--- config.mk ---
export PLATFORM = sky130hd
export DESIGN_NAME = relobi_single_mgr
export DESIGN_NICKNAME = d
export VERILOG_FILES = /design/src/rtl/relobi_single_mgr_pkg.sv /design/src/rtl/relobi_single_mgr_dec.sv /design/src/rtl/relobi_single_mgr.sv
export SDC_FILE = /design/constraint.sdc
export NUM_CORES = 1
export LEC_CHECK = 0
export ABC_AREA = 0
export CAP_MARGIN = 20
export CELL_PAD_IN_SITES_DETAIL_PLACEMENT = 1
export CELL_PAD_IN_SITES_GLOBAL_PLACEMENT = 2
export CORE_ASPECT_RATIO = 1.4
export CORE_MARGIN = 2
export CORE_UTILIZATION = 29
export DETAILED_ROUTE_END_ITERATION = 8
export GPL_TIMING_DRIVEN = 0
export PLACE_DENSITY_LB_ADDON = 0.1
export REMOVE_ABC_BUFFERS = 1
export SLEW_MARGIN = 20
export SYNTH_ARGS = -nofsm -noshare
export SYNTH_HDL_FRONTEND = slang
export SYNTH_SLANG_ARGS = --single-unit
export TNS_END_PERCENT = 1
--- constraint.sdc ---
create_clock -name clk_i -period 10.8 [get_ports clk_i]
set_input_delay 3.24 -clock clk_i [delete_from_list [all_inputs] [get_ports clk_i]]
set_output_delay 3.24 -clock clk_i [all_outputs]
set_load 0.1 [all_outputs]
--- src/rtl/relobi_single_mgr_pkg.sv ---
// Shared types, sizing helpers and Hsiao SECDED helpers for the single-outstanding relOBI manager.
// Address and data share one codec, so AddrWidth must equal DataWidth.
package relobi_single_mgr_pkg;

    localparam int AddrWidth = 32;
    localparam int DataWidth = 32;
    localparam int IdWidth   = 2;

    // Smallest SECDED check width for dw data bits.
    function automatic int min_ecc(input int dw);
        int r;
        r = 16;
        for (int k = 15; k >= 2; k--) begin
            if ((1 << (k - 1)) >= dw + k) r = k;
        end
        return r;
    endfunction

    function automatic int enc_width(input int dw);
        return dw + min_ecc(dw);
    endfunction

    localparam int EccW = min_ecc(DataWidth);
    localparam int EncW = enc_width(DataWidth);

    typedef enum logic [1:0] {IDLE, REQ, WAIT_R, RESP} relobi_mgr_state_e;

    typedef logic a_optional_t;
    typedef logic r_optional_t;

    typedef struct packed {
        logic [EncW-1:0]          addr;
        logic                     we;
        logic [DataWidth/8-1:0]   be;
        logic [EncW-1:0]          wdata;
        logic [IdWidth-1:0]       aid;
        a_optional_t              a_optional;
        logic [EccW-1:0]          other_ecc;
    } obi_a_chan_t;

    typedef struct packed {
        logic        req;
        obi_a_chan_t a;
        logic        rready;
    } obi_req_t;

    typedef struct packed {
        logic [EncW-1:0]    rdata;
        logic [IdWidth-1:0] rid;
        logic               err;
        r_optional_t        r_optional;
        logic [EccW-1:0]    other_ecc;
    } obi_r_chan_t;

    typedef struct packed {
        logic        gnt;
        logic        rvalid;
        obi_r_chan_t r;
    } obi_rsp_t;

    typedef struct packed {
        logic [DataWidth-1:0] data;
        logic                 ce;
        logic                 ue;
    } hsiao_dec_t;

    // Data columns are the weight-3 check vectors in ascending numeric order.
    function automatic logic [DataWidth-1:0][EccW-1:0] hsiao_cols();
        logic [DataWidth-1:0][EccW-1:0] cols;
        logic [EccW-1:0] c;
        int n;
        cols = '0;
        n = 0;
        for (int v = 0; v < (1 << EccW); v++) begin
            c = EccW'(v);
            if ($countones(c) == 3 && n < DataWidth) begin
                cols[n] = c;
                n++;
            end
        end
        return cols;
    endfunction

    localparam logic [DataWidth-1:0][EccW-1:0] HCOL = hsiao_cols();

    function automatic logic [EccW-1:0] hsiao_parity(input logic [DataWidth-1:0] d);
        logic [EccW-1:0] p;
        p = '0;
        for (int j = 0; j < DataWidth; j++) begin
            if (d[j]) p = p ^ HCOL[j];
        end
        return p;
    endfunction

    function automatic logic [EncW-1:0] hsiao_enc(input logic [DataWidth-1:0] d);
        return {hsiao_parity(d), d};
    endfunction

    function automatic hsiao_dec_t hsiao_dec(input logic [EncW-1:0] cw);
        hsiao_dec_t res;
        logic [EccW-1:0] s;
        logic [DataWidth-1:0] flip;
        s = hsiao_parity(cw[DataWidth-1:0]) ^ cw[EncW-1:DataWidth];
        for (int j = 0; j < DataWidth; j++) flip[j] = (s == HCOL[j]);
        res.data = cw[DataWidth-1:0];
        res.ce   = 1'b0;
        res.ue   = 1'b0;
        if (s != '0) begin
            if (^s) begin
                if ($countones(s) == 1) begin
                    res.ce = 1'b1;
                end else if (|flip) begin
                    res.data = res.data ^ flip;
                    res.ce   = 1'b1;
                end else begin
                    res.ue = 1'b1;
                end
            end else begin
                res.ue = 1'b1;
            end
        end
        return res;
    endfunction

    // Non-data fields are zero-extended into the data codec.
    function automatic logic [DataWidth-1:0] a_other_vec(input logic we,
            input logic [DataWidth/8-1:0] be, input logic [IdWidth-1:0] aid,
            input a_optional_t opt);
        return DataWidth'({we, be, aid, opt});
    endfunction

    function automatic logic [EccW-1:0] a_other_enc(input logic we,
            input logic [DataWidth/8-1:0] be, input logic [IdWidth-1:0] aid,
            input a_optional_t opt);
        return hsiao_parity(a_other_vec(we, be, aid, opt));
    endfunction

    function automatic logic [DataWidth-1:0] r_other_vec(input logic [IdWidth-1:0] rid,
            input logic err, input r_optional_t opt);
        return DataWidth'({rid, err, opt});
    endfunction

endpackage

--- src/rtl/relobi_single_mgr_dec.sv ---
// Combinational R-channel decode: corrects rdata and the {rid, err, r_optional} group,
// and merges both decoders' correctable/uncorrectable flags.
module relobi_single_mgr_dec
    import relobi_single_mgr_pkg::*;
(
    input  obi_r_chan_t          r,
    output logic [DataWidth-1:0] rdata,
    output logic [IdWidth-1:0]   rid,
    output logic                 err,
    output logic [1:0]           fault
);

    hsiao_dec_t d_dec, o_dec;

    assign d_dec = hsiao_dec(r.rdata);
    assign o_dec = hsiao_dec({r.other_ecc, r_other_vec(r.rid, r.err, r.r_optional)});

    assign rdata = d_dec.data;
    assign rid   = o_dec.data[IdWidth+1:2];
    assign err   = o_dec.data[1];
    assign fault = {d_dec.ue | o_dec.ue, d_dec.ce | o_dec.ce};

    logic unused_opt;
    assign unused_opt = ^{o_dec.data[DataWidth-1:IdWidth+2], o_dec.data[0]};

endmodule

--- src/rtl/relobi_single_mgr.sv ---
// Single-outstanding relOBI manager: one ECC-protected transaction per command.
// Define RELOBI_MGR_ID_CHECK_EN for a rolling AID counter and rid checking.
module relobi_single_mgr
    import relobi_single_mgr_pkg::*;
#(
    parameter bit                 UseRReady = 1'b1,
    parameter logic [IdWidth-1:0] FixedAid  = '0
) (
    input  logic                   clk_i,
    input  logic                   rst_i,
    input  logic                   cmd_valid_i,
    output logic                   cmd_ready_o,
    input  logic [AddrWidth-1:0]   cmd_addr_i,
    input  logic                   cmd_we_i,
    input  logic [DataWidth/8-1:0] cmd_be_i,
    input  logic [DataWidth-1:0]   cmd_wdata_i,
    output logic                   res_valid_o,
    input  logic                   res_ready_i,
    output logic [DataWidth-1:0]   res_rdata_o,
    output logic                   res_err_o,
    output obi_req_t               obi_req_o,
    input  obi_rsp_t               obi_rsp_i,
    output logic [1:0]             fault_o
);

    relobi_mgr_state_e    state;
    obi_a_chan_t          a_q;
    logic                 req_q, rready_q;
    logic [DataWidth-1:0] dec_rdata;
    logic [IdWidth-1:0]   dec_rid;
    logic                 dec_err;
    logic [1:0]           dec_fault;
    logic [IdWidth-1:0]   next_aid;
    logic                 id_err;
    logic                 capture, spurious;

    relobi_single_mgr_dec u_dec (
        .r     (obi_rsp_i.r),
        .rdata (dec_rdata),
        .rid   (dec_rid),
        .err   (dec_err),
        .fault (dec_fault)
    );

`ifdef RELOBI_MGR_ID_CHECK_EN
    logic [IdWidth-1:0] id_cnt;
    assign next_aid = id_cnt;
    assign id_err   = (dec_rid != a_q.aid);
`else
    logic unused_rid;
    assign next_aid   = FixedAid;
    assign id_err     = 1'b0;
    assign unused_rid = ^dec_rid;
`endif

    // A zero-latency subordinate may return rvalid alongside gnt while still in REQ.
    assign capture  = obi_rsp_i.rvalid &&
                      ((state == WAIT_R && obi_req_o.rready) || (state == REQ && obi_rsp_i.gnt));
    assign spurious = obi_rsp_i.rvalid && (state == IDLE || state == RESP);

    always_comb begin
        obi_req_o        = '0;
        obi_req_o.req    = req_q;
        obi_req_o.a      = a_q;
        obi_req_o.rready = UseRReady ? rready_q : 1'b1;
    end

    always_ff @(posedge clk_i) begin
        if (rst_i) begin
            state       <= IDLE;
            a_q         <= '0;
            req_q       <= 1'b0;
            rready_q    <= 1'b0;
            cmd_ready_o <= 1'b1;
            res_valid_o <= 1'b0;
            res_rdata_o <= '0;
            res_err_o   <= 1'b0;
            fault_o     <= '0;
`ifdef RELOBI_MGR_ID_CHECK_EN
            id_cnt      <= '0;
`endif
        end else begin
            fault_o <= '0;
            case (state)
                IDLE: if (cmd_valid_i) begin
                    a_q.addr       <= hsiao_enc(cmd_addr_i);
                    a_q.we         <= cmd_we_i;
                    a_q.be         <= cmd_be_i;
                    a_q.wdata      <= hsiao_enc(cmd_wdata_i);
                    a_q.aid        <= next_aid;
                    a_q.a_optional <= 1'b0;
                    a_q.other_ecc  <= a_other_enc(cmd_we_i, cmd_be_i, next_aid, 1'b0);
                    req_q          <= 1'b1;
                    cmd_ready_o    <= 1'b0;
                    state          <= REQ;
                end
                REQ: if (obi_rsp_i.gnt) begin
                    req_q <= 1'b0;
`ifdef RELOBI_MGR_ID_CHECK_EN
                    id_cnt <= id_cnt + 1'b1;
`endif
                    if (capture) begin
                        res_valid_o <= 1'b1;
                        state       <= RESP;
                    end else begin
                        rready_q <= 1'b1;
                        state    <= WAIT_R;
                    end
                end
                WAIT_R: if (capture) begin
                    rready_q    <= 1'b0;
                    res_valid_o <= 1'b1;
                    state       <= RESP;
                end
                RESP: if (res_ready_i) begin
                    res_valid_o <= 1'b0;
                    cmd_ready_o <= 1'b1;
                    state       <= IDLE;
                end
                default: state <= IDLE;
            endcase
            if (capture) begin
                res_rdata_o <= a_q.we ? '0 : dec_rdata;
                res_err_o   <= dec_err | dec_fault[1] | id_err;
                fault_o     <= {dec_fault[1], dec_fault[0] | id_err};
            end
            if (spurious) fault_o[1] <= 1'b1;
        end
    end

endmodule
**After elaboration in Yosys (flattened, before gate mapping)**

Index checks and enable logic that the tools add are counted.

- Bits in registers: 131
- Latch bits: 0
- Memory bits (writable): 0
- Memory bits (read-only): 0
- Output and inout port bits: 132
- Memories: 0

- Add/subtract/negate cells: 12
- $mul: 0
- Divide/modulo/power cells: 0
- Order comparisons: 0
- Equal/unequal tests: 74
- Shift-type cells: 0
- Muxes and demuxes: 345
- Bitwise gates (word level): 109
- Reduce and logical (&&, ||, !) cells: 24

Operators by type and width:

| operator | count |
|---|---|
| 7-bit 2-to-1 mux | 237 |
| 3-bit inverter | 96 |
| 6-bit 2-to-1 mux | 30 |
| 7-bit equality test (second input constant) | 24 |
| 7-bit by 6-bit equality test with 1-bit output (second input constant) | 20 |
| 32-bit adder | 4 |
| 5-bit 2-to-1 mux | 22 |
| 7-bit by 5-bit equality test with 1-bit output (second input constant) | 12 |
| 33-bit 2-to-1 mux | 2 |
| 32-bit by 1-bit adder with 32-bit output | 2 |
| 32-bit by 2-bit equality test with 1-bit output (second input constant) | 2 |
| 32-bit 2-to-1 mux | 2 |
| 32-bit OR reduction | 2 |
| 4-bit 2-to-1 mux | 14 |
| 7-bit by 4-bit equality test with 1-bit output (second input constant) | 6 |
| 34-bit 2-to-1 mux | 1 |
| 32-bit XOR | 1 |
| 1-bit 2-to-1 mux | 20 |
| 3-bit 2-to-1 mux | 6 |
| 2-bit inverter with 3-bit output | 5 |
| 7-bit by 3-bit equality test with 1-bit output (second input constant) | 2 |
| 7-bit nonzero test | 2 |
| 7-bit parity | 2 |
| 1-bit by 1-bit adder with 2-bit output | 6 |
| other kinds (21) | 44 |

**Logic depth before layout (Yosys ltp)**

- Depth in word-level cells: 156
- Depth in mapped cells: 22

**Modules after synthesis**

A second synthesis with hierarchy kept.

- Cell total of the unflattened synthesis: 1018
- Area, all modules: 8409.3 µm²

Modules (own cells, without submodules):

| module | instances | cells an instance | area an instance (µm²) | sequential area each (µm²) |
|---|---|---|---|---|
| relobi_single_mgr | 1 | 709 | 6065.8 | 2582.5 |
| relobi_single_mgr_dec | 1 | 309 | 2343.5 | 0.0 |

**Worst setup path after synthesis**

No wires, ideal clock.

- Path kind: input to register
- Start: in obi_rsp_i[35] (netlist bit)
- End: reg res_rdata_o[9]
- Setup time: 0.128 ns
- Arrival time: 7.194 ns
- Required time: 10.672 ns
- Slack: 3.477 ns
- Cell stages on the path: 21
- Path through: xnor3_2 xnor3_2 xor2_4 nor2_4 or2_4 inv_2 fa_1 inv_1 ha_1 inv_1 fa_1 a2111oi_0 a21o_1 nand3_1 o211a_1 buf_4 and2_1 buf_2 nand3_1 xor2_1 o21ai_0

- Cells in the longest elaborated chain, start to end: 23
- Elaborated cells on any way between the ends: 63

Ends and longest elaborated chain:

| what | line | RTL |
|---|---|---|
| start: declaration | relobi_single_mgr.sv:22 | `input obi_rsp_t obi_rsp_i,` |
| 7-bit 2-to-1 mux * | relobi_single_mgr_pkg.sv:90 | `if (d[j]) p = p ^ HCOL[j];` |
| 3-bit inverter (no source line) | n/a |  |
| 7-bit 2-to-1 mux * | relobi_single_mgr_pkg.sv:90 |  |
| 3-bit inverter (no source line) | n/a |  |
| 7-bit 2-to-1 mux * | relobi_single_mgr_pkg.sv:90 |  |
| 3-bit inverter (no source line) | n/a |  |
| 7-bit 2-to-1 mux * | relobi_single_mgr_pkg.sv:90 |  |
| 3-bit inverter (no source line) | n/a |  |
| [... 7 more ...] | n/a |  |
| 7-bit XOR * | relobi_single_mgr_pkg.sv:103 | `s = hsiao_parity(cw[DataWidth-1:0]) ^ cw[EncW-1:DataWidth];` |
| 32-bit by 1-bit adder with 32-bit output (implied by the code) (tied with other cells) | relobi_single_mgr_pkg.sv:110 | `if ($countones(s) == 1) begin` |
| 32-bit adder (implied by the code) (tied with other cells) | relobi_single_mgr_pkg.sv:110 |  |
| 32-bit by 2-bit equality test with 1-bit output or 33-bit 2-to-1 mux (tied branches) | relobi_single_mgr_pkg.sv:110, relobi_single_mgr_pkg.sv:112 |  |
| 32-bit 2-to-1 mux | relobi_single_mgr_pkg.sv:110 |  |
| 33-bit 2-to-1 mux | relobi_single_mgr_pkg.sv:109 | `if (^s) begin` |
| 34-bit 2-to-1 mux * | relobi_single_mgr_pkg.sv:108 | `if (s != '0) begin` |
| 32-bit 2-to-1 mux * | relobi_single_mgr.sv:123 | `res_rdata_o <= a_q.we ? '0 : dec_rdata;` |
| end signal: assignment | relobi_single_mgr.sv:123 |  |
| end: declaration | relobi_single_mgr.sv:19 | `output logic [DataWidth-1:0] res_rdata_o,` |

Every way passes the cells marked *; elsewhere a longest branch is shown, timed or not.
A chain may end at the register's enable or synchronous reset.

**Worst setup path after layout**

- Start: in obi_rsp_i[20] (netlist bit)
- End: reg res_rdata_o[15]

- Cells in the longest elaborated chain, start to end: 40
- Elaborated cells on any way between the ends: 89

Ends and longest elaborated chain:

| what | line |
|---|---|
| 5-bit 2-to-1 mux * | relobi_single_mgr_pkg.sv:90 |
| 6-bit 2-to-1 mux * (6 in series) | relobi_single_mgr_pkg.sv:90 |
| 3-bit inverter (no source line) or 6-bit 2-to-1 mux (tied branches) | n/a |
| 6-bit 2-to-1 mux * | relobi_single_mgr_pkg.sv:90 |
| 3-bit inverter (no source line) or 6-bit 2-to-1 mux (tied branches) | n/a |
| 6-bit 2-to-1 mux * | relobi_single_mgr_pkg.sv:90 |
| 3-bit inverter (no source line) or 6-bit 2-to-1 mux (tied branches) | n/a |
| 6-bit 2-to-1 mux * | relobi_single_mgr_pkg.sv:90 |
| [... 19 more ...] | n/a |
| 1-bit by 1-bit adder with 2-bit output (implied by the code) | relobi_single_mgr_pkg.sv:110 |
| 32-bit by 1-bit adder with 32-bit output (implied by the code) or 32-bit adder (tied branches) | relobi_single_mgr_pkg.sv:110 |
| 32-bit adder (implied by the code) | relobi_single_mgr_pkg.sv:110 |
| 32-bit by 2-bit equality test with 1-bit output | relobi_single_mgr_pkg.sv:110 |
| 32-bit 2-to-1 mux | relobi_single_mgr_pkg.sv:110 |
| 33-bit 2-to-1 mux | relobi_single_mgr_pkg.sv:109 |
| 34-bit 2-to-1 mux * | relobi_single_mgr_pkg.sv:108 |
| 32-bit 2-to-1 mux * | relobi_single_mgr.sv:123 |

Marked as above.

==> results.tsv <==
stage	metric	value	unit
status	status	finished, final reports clean	
global_routing	initial antenna violation count	0	
synthesis	Synth async-reset ratio	0	
floorplan	DIE AREA	0.0296	mm²
clocking	CTS Sinks	129	
route	DRT antenna net count	0	
global_routing	GRT Resource Usage Total	0.183	
timing	max-slew violations	0	
clocking	clk slew on worst S/H paths	0.06	ns
floorplan	die height	203	µm
timing	Hold Fails Final Rpt	0	
timing	slew margin rel.	0.284	
finish	ANT cells	0	
synthesis	Yosys reg bits	129	
finish	Layout area overhead	42.4	%
route	DR vias/cell	4.60	
route	Initial DRC Count	182	
power_and_ir_drop	cell leakage power	4.21	nW
timing	unrepaired setup endpoints after global routing	no	
critical_path	Crit. End Element	register	
placement	post-DP HPWL	21100	µm
timing	highest clock rate	0.118	GHz
route	WL final	27200	µm
critical_path	arrival time worst endpoint	8.71	ns
timing	pin slew with the least headroom to its limit	1.07	ns
timing	fin crit share	0.782	
clocking	CTS tree	yes	
power_and_ir_drop	internal power	0.00163	W
clocking	Post-CTS Hold Buffers	0	
critical_path	CP Class	input port to register	
global_routing	vias in the first global route	7577	
min_path	hold depth	2	
route	drt pass-1 iters	4	
timing	fin crit period	8.44	ns
synthesis	Synth Area per Inst	8.35	µm²
critical_path	Worst setup SP type	input port	
power_and_ir_drop	Sw Ratio	0.528	
timing	Worst Clk Skew	0.00934	ns
route	drt drc	0	
synthesis	sequential element share of the synthesized area	0.315	
critical_path	Max Fanout on Critical Path	11	
clocking	CTS Root Cell	clkbuf_16	
clocking	Clock Path Buffers	2	
synthesis	EDFF count, synth	0	
synthesis	top_reg_cell synth	dfxtp_1	
placement	PortBufs	251	
clocking	clock latency on the worst-skew pair	0.42	ns
placement	GP Congestion	0.803	
clocking	CTS buffer count	17	
clocking	post_cts resized	0	
power_and_ir_drop	Net Sw Power	0.00182	W
global_routing	largest net degree at the start of global routing	66	
critical_path	CP cell instances	clkdlybuf4s50_1, xnor3_1, xnor3_2, xnor2_4, nor2_2, or2_4, inv_2, fa_1, inv_1, ha_1, inv_1, fa_1, a2111oi_0, a21o_1, nand3_1, o211a_1, and2_1, nand3_1, xor2_1, o21ai_1	
synthesis	Gate Count Post-Synth	980	
floorplan	Starting Density	0.295	
min_path	Hold Path Class	register to register	
global_routing	first-pass GRT wire length	42500	µm
flow_run	max cap viols	0	
critical_path	Critical Path Max Stage Delay	0.59	ns
timing	Hold WS	0.445	ns
synthesis	Distinct cells, synth	58	
critical_path	worst path required time	11.07	ns
global_routing	global route total overflow	0	
power_and_ir_drop	peak supply drop	0.136	mV
timing	TNS Setup	0	ns
finish	Layout Utilization	0.420	
floorplan	Rows	72	
power_and_ir_drop	Pwr Density	296	mW/mm²
timing	final setup fails	0	
power_and_ir_drop	combinational power share	0.649	
finish	share of cells above drive strength 1	0.0419	
synthesis	yosys warns	0	
clocking	number of setup buffers added after CTS	0	
clocking	H-tree Lvls	4	
route	mean routed wirelength per cell	17.2	µm
route	routed via count	7293	
power_and_ir_drop	clock group share of total power	0.173	
floorplan	Core Region	0.0277	mm²
finish	Nets	1365	
synthesis	Post-Synthesis Cell Area	0.00819	mm²
critical_path	Crit-path slowest cell	clkdlybuf4s50_1	
floorplan	Die X	146	µm
critical_path	R2R depth	7	
power_and_ir_drop	sequential cell fraction of total power	0.177	
floorplan	Boundary Pins	257	
## per-stage QoR
step                      area, µm²  total power, W  cells  setup slack, ns
after floorplan                7960         0.00225    930             3.54
after global placement        10900         0.00284   1551             1.21
after detailed placement      11100         0.00288   1555             1.93
after CTS                     11700         0.00350   1586             2.35
after global routing          11700         0.00368   1586             2.07
final                         11700         0.00345   1586             2.36
## kinds of logic after synthesis
kind of cell	Yosys count	synth area share
XOR/XNOR	254	0.299
other	1	0.000458
AND/OR/NAND/NOR	296	0.152
flip-flops	129	0.315
AO/OA/AOI/OAI	169	0.118
adder cells (fa/ha/maj)	36	0.0605
multiplexers	8	0.0104
buffers and inverters	87	0.0445
## power groups by stage
| stage | Combinational, W | Sequential (W) | Clock [W] |
|---|---|---|---|
| after floorplan | 0.00100 | 0.00124 | 0 |
| after global placement | 0.00222 | 0.000622 | 0 |
| after detailed placement | 0.00226 | 0.000624 | 0 |
| after CTS | 0.00227 | 0.000613 | 0.000618 |
| after global routing | 0.00242 | 0.000625 | 0.000635 |
| final | 0.00224 | 0.000612 | 0.000599 |
## registers in the layout (all words and copies together) (netlist names)
signal and count:
obi_req_o 88, fault_o 2, cmd_ready_o 1, res_valid_o 1, res_err_o 1, res_rdata_o 32
state 2, rready_q 1, req_q 1
## cell usage in the layout, fill, tap and decap left out, types with 3 or more instances in the layout
cell type | Yosys | routed
fa_1 | 6 | 6
nand3_1 | 18 | 18
clkdlybuf4s50_1 | 0 | 250
xor2_1 | 65 | 65
dfxtp_1 | 129 | 129
nor2b_1 | 4 | 4
mux2_2 | 4 | 4
a22oi_1 | 3 | 3
o21ai_0 | 40 | 40
conb_1 | 1 | 5
buf_16 | 0 | 3
a21oi_1 | 85 | 85
clkbuf_16 | 0 | 17
xnor3_2 | 3 | 3
inv_1 | 31 | 31
clkbuf_8 | 0 | 4
xnor2_1 | 174 | 174
xnor3_1 | 7 | 7
ha_1 | 30 | 30
nand2_1 | 203 | 202
mux2i_1 | 4 | 4
a211oi_1 | 17 | 17
bufinv_16 | 0 | 3
nor3_1 | 3 | 3
a31oi_1 | 3 | 3
nor2_1 | 36 | 35
nand4_1 | 16 | 16
clkbuf_1 | 37 | 5
## cell usage after synthesis, drive strengths merged (3+ instances only)
| master | count | area, µm² |
|---|---|---|
| clkbuf | 37 | 139 |
| xnor3 | 10 | 229 |
| xor2 | 66 | 597 |
| inv | 33 | 124 |
| xnor2 | 177 | 1600 |
| a211oi | 17 | 128 |
| nand4 | 16 | 100 |
| and2 | 3 | 18.8 |
| dfxtp | 129 | 2580 |
| nand2 | 203 | 762 |
| fa | 6 | 120 |
| nor2 | 38 | 153 |
| buf | 17 | 101 |
| a31oi | 3 | 18.8 |
| nor2b | 4 | 25.0 |
| mux2 | 4 | 45.0 |
| ha | 30 | 375 |
| mux2i | 4 | 40.0 |
| o21ai | 42 | 210 |
| nand3 | 18 | 90.1 |
| a22oi | 3 | 22.5 |
| a21oi | 85 | 425 |
| nor3 | 3 | 15.0 |
## layout make-up
class | instances | area, µm²
sequential | 129 | 2580
clock buffer | 26 | 499
clock inverter | 5 | 100
inverter | 33 | 124
multi-input combinational | 768 | 5270
fill | 3337 | 16100
tap | 370 | 463
timing repair buffer | 255 | 2610
## critical path, delay by kind of cell
family / cells / cell delay, ns
compound gates: 4 / 0.94
buf+inv: 4 / 0.74
fa+ha+maj: 3 / 0.94
simple gates: 5 / 1.39
xor+xnor: 4 / 1.41
## final timing paths
check	from	endpoint	slack, ns
worst min-delay path	res_rdata_o[26]$_SDFFE_PP0P_	res_rdata_o[26]$_SDFFE_PP0P_	0.45
worst min register to register	res_rdata_o[26]$_SDFFE_PP0P_	res_rdata_o[26]$_SDFFE_PP0P_	0.45
worst max register to register	state[1]$_SDFFE_PP0P_	res_rdata_o[16]$_SDFFE_PP0P_	8.19
worst max-delay path	obi_rsp_i[20]	res_rdata_o[15]$_SDFFE_PP0P_	2.36
## routing by layer
metal / GRT usage / share of wire / vias to the layer above
li1: - / - / 3635
met1: 0.209 / 0.41 / 3460
met2: 0.349 / 0.53 / 175
met3: 0.0312 / 0.034 / 23
met4: 0.0520 / 0.016 / 0
met5: 0 / 0 / -
No activity file was read; power rests on OpenSTA's default activity.
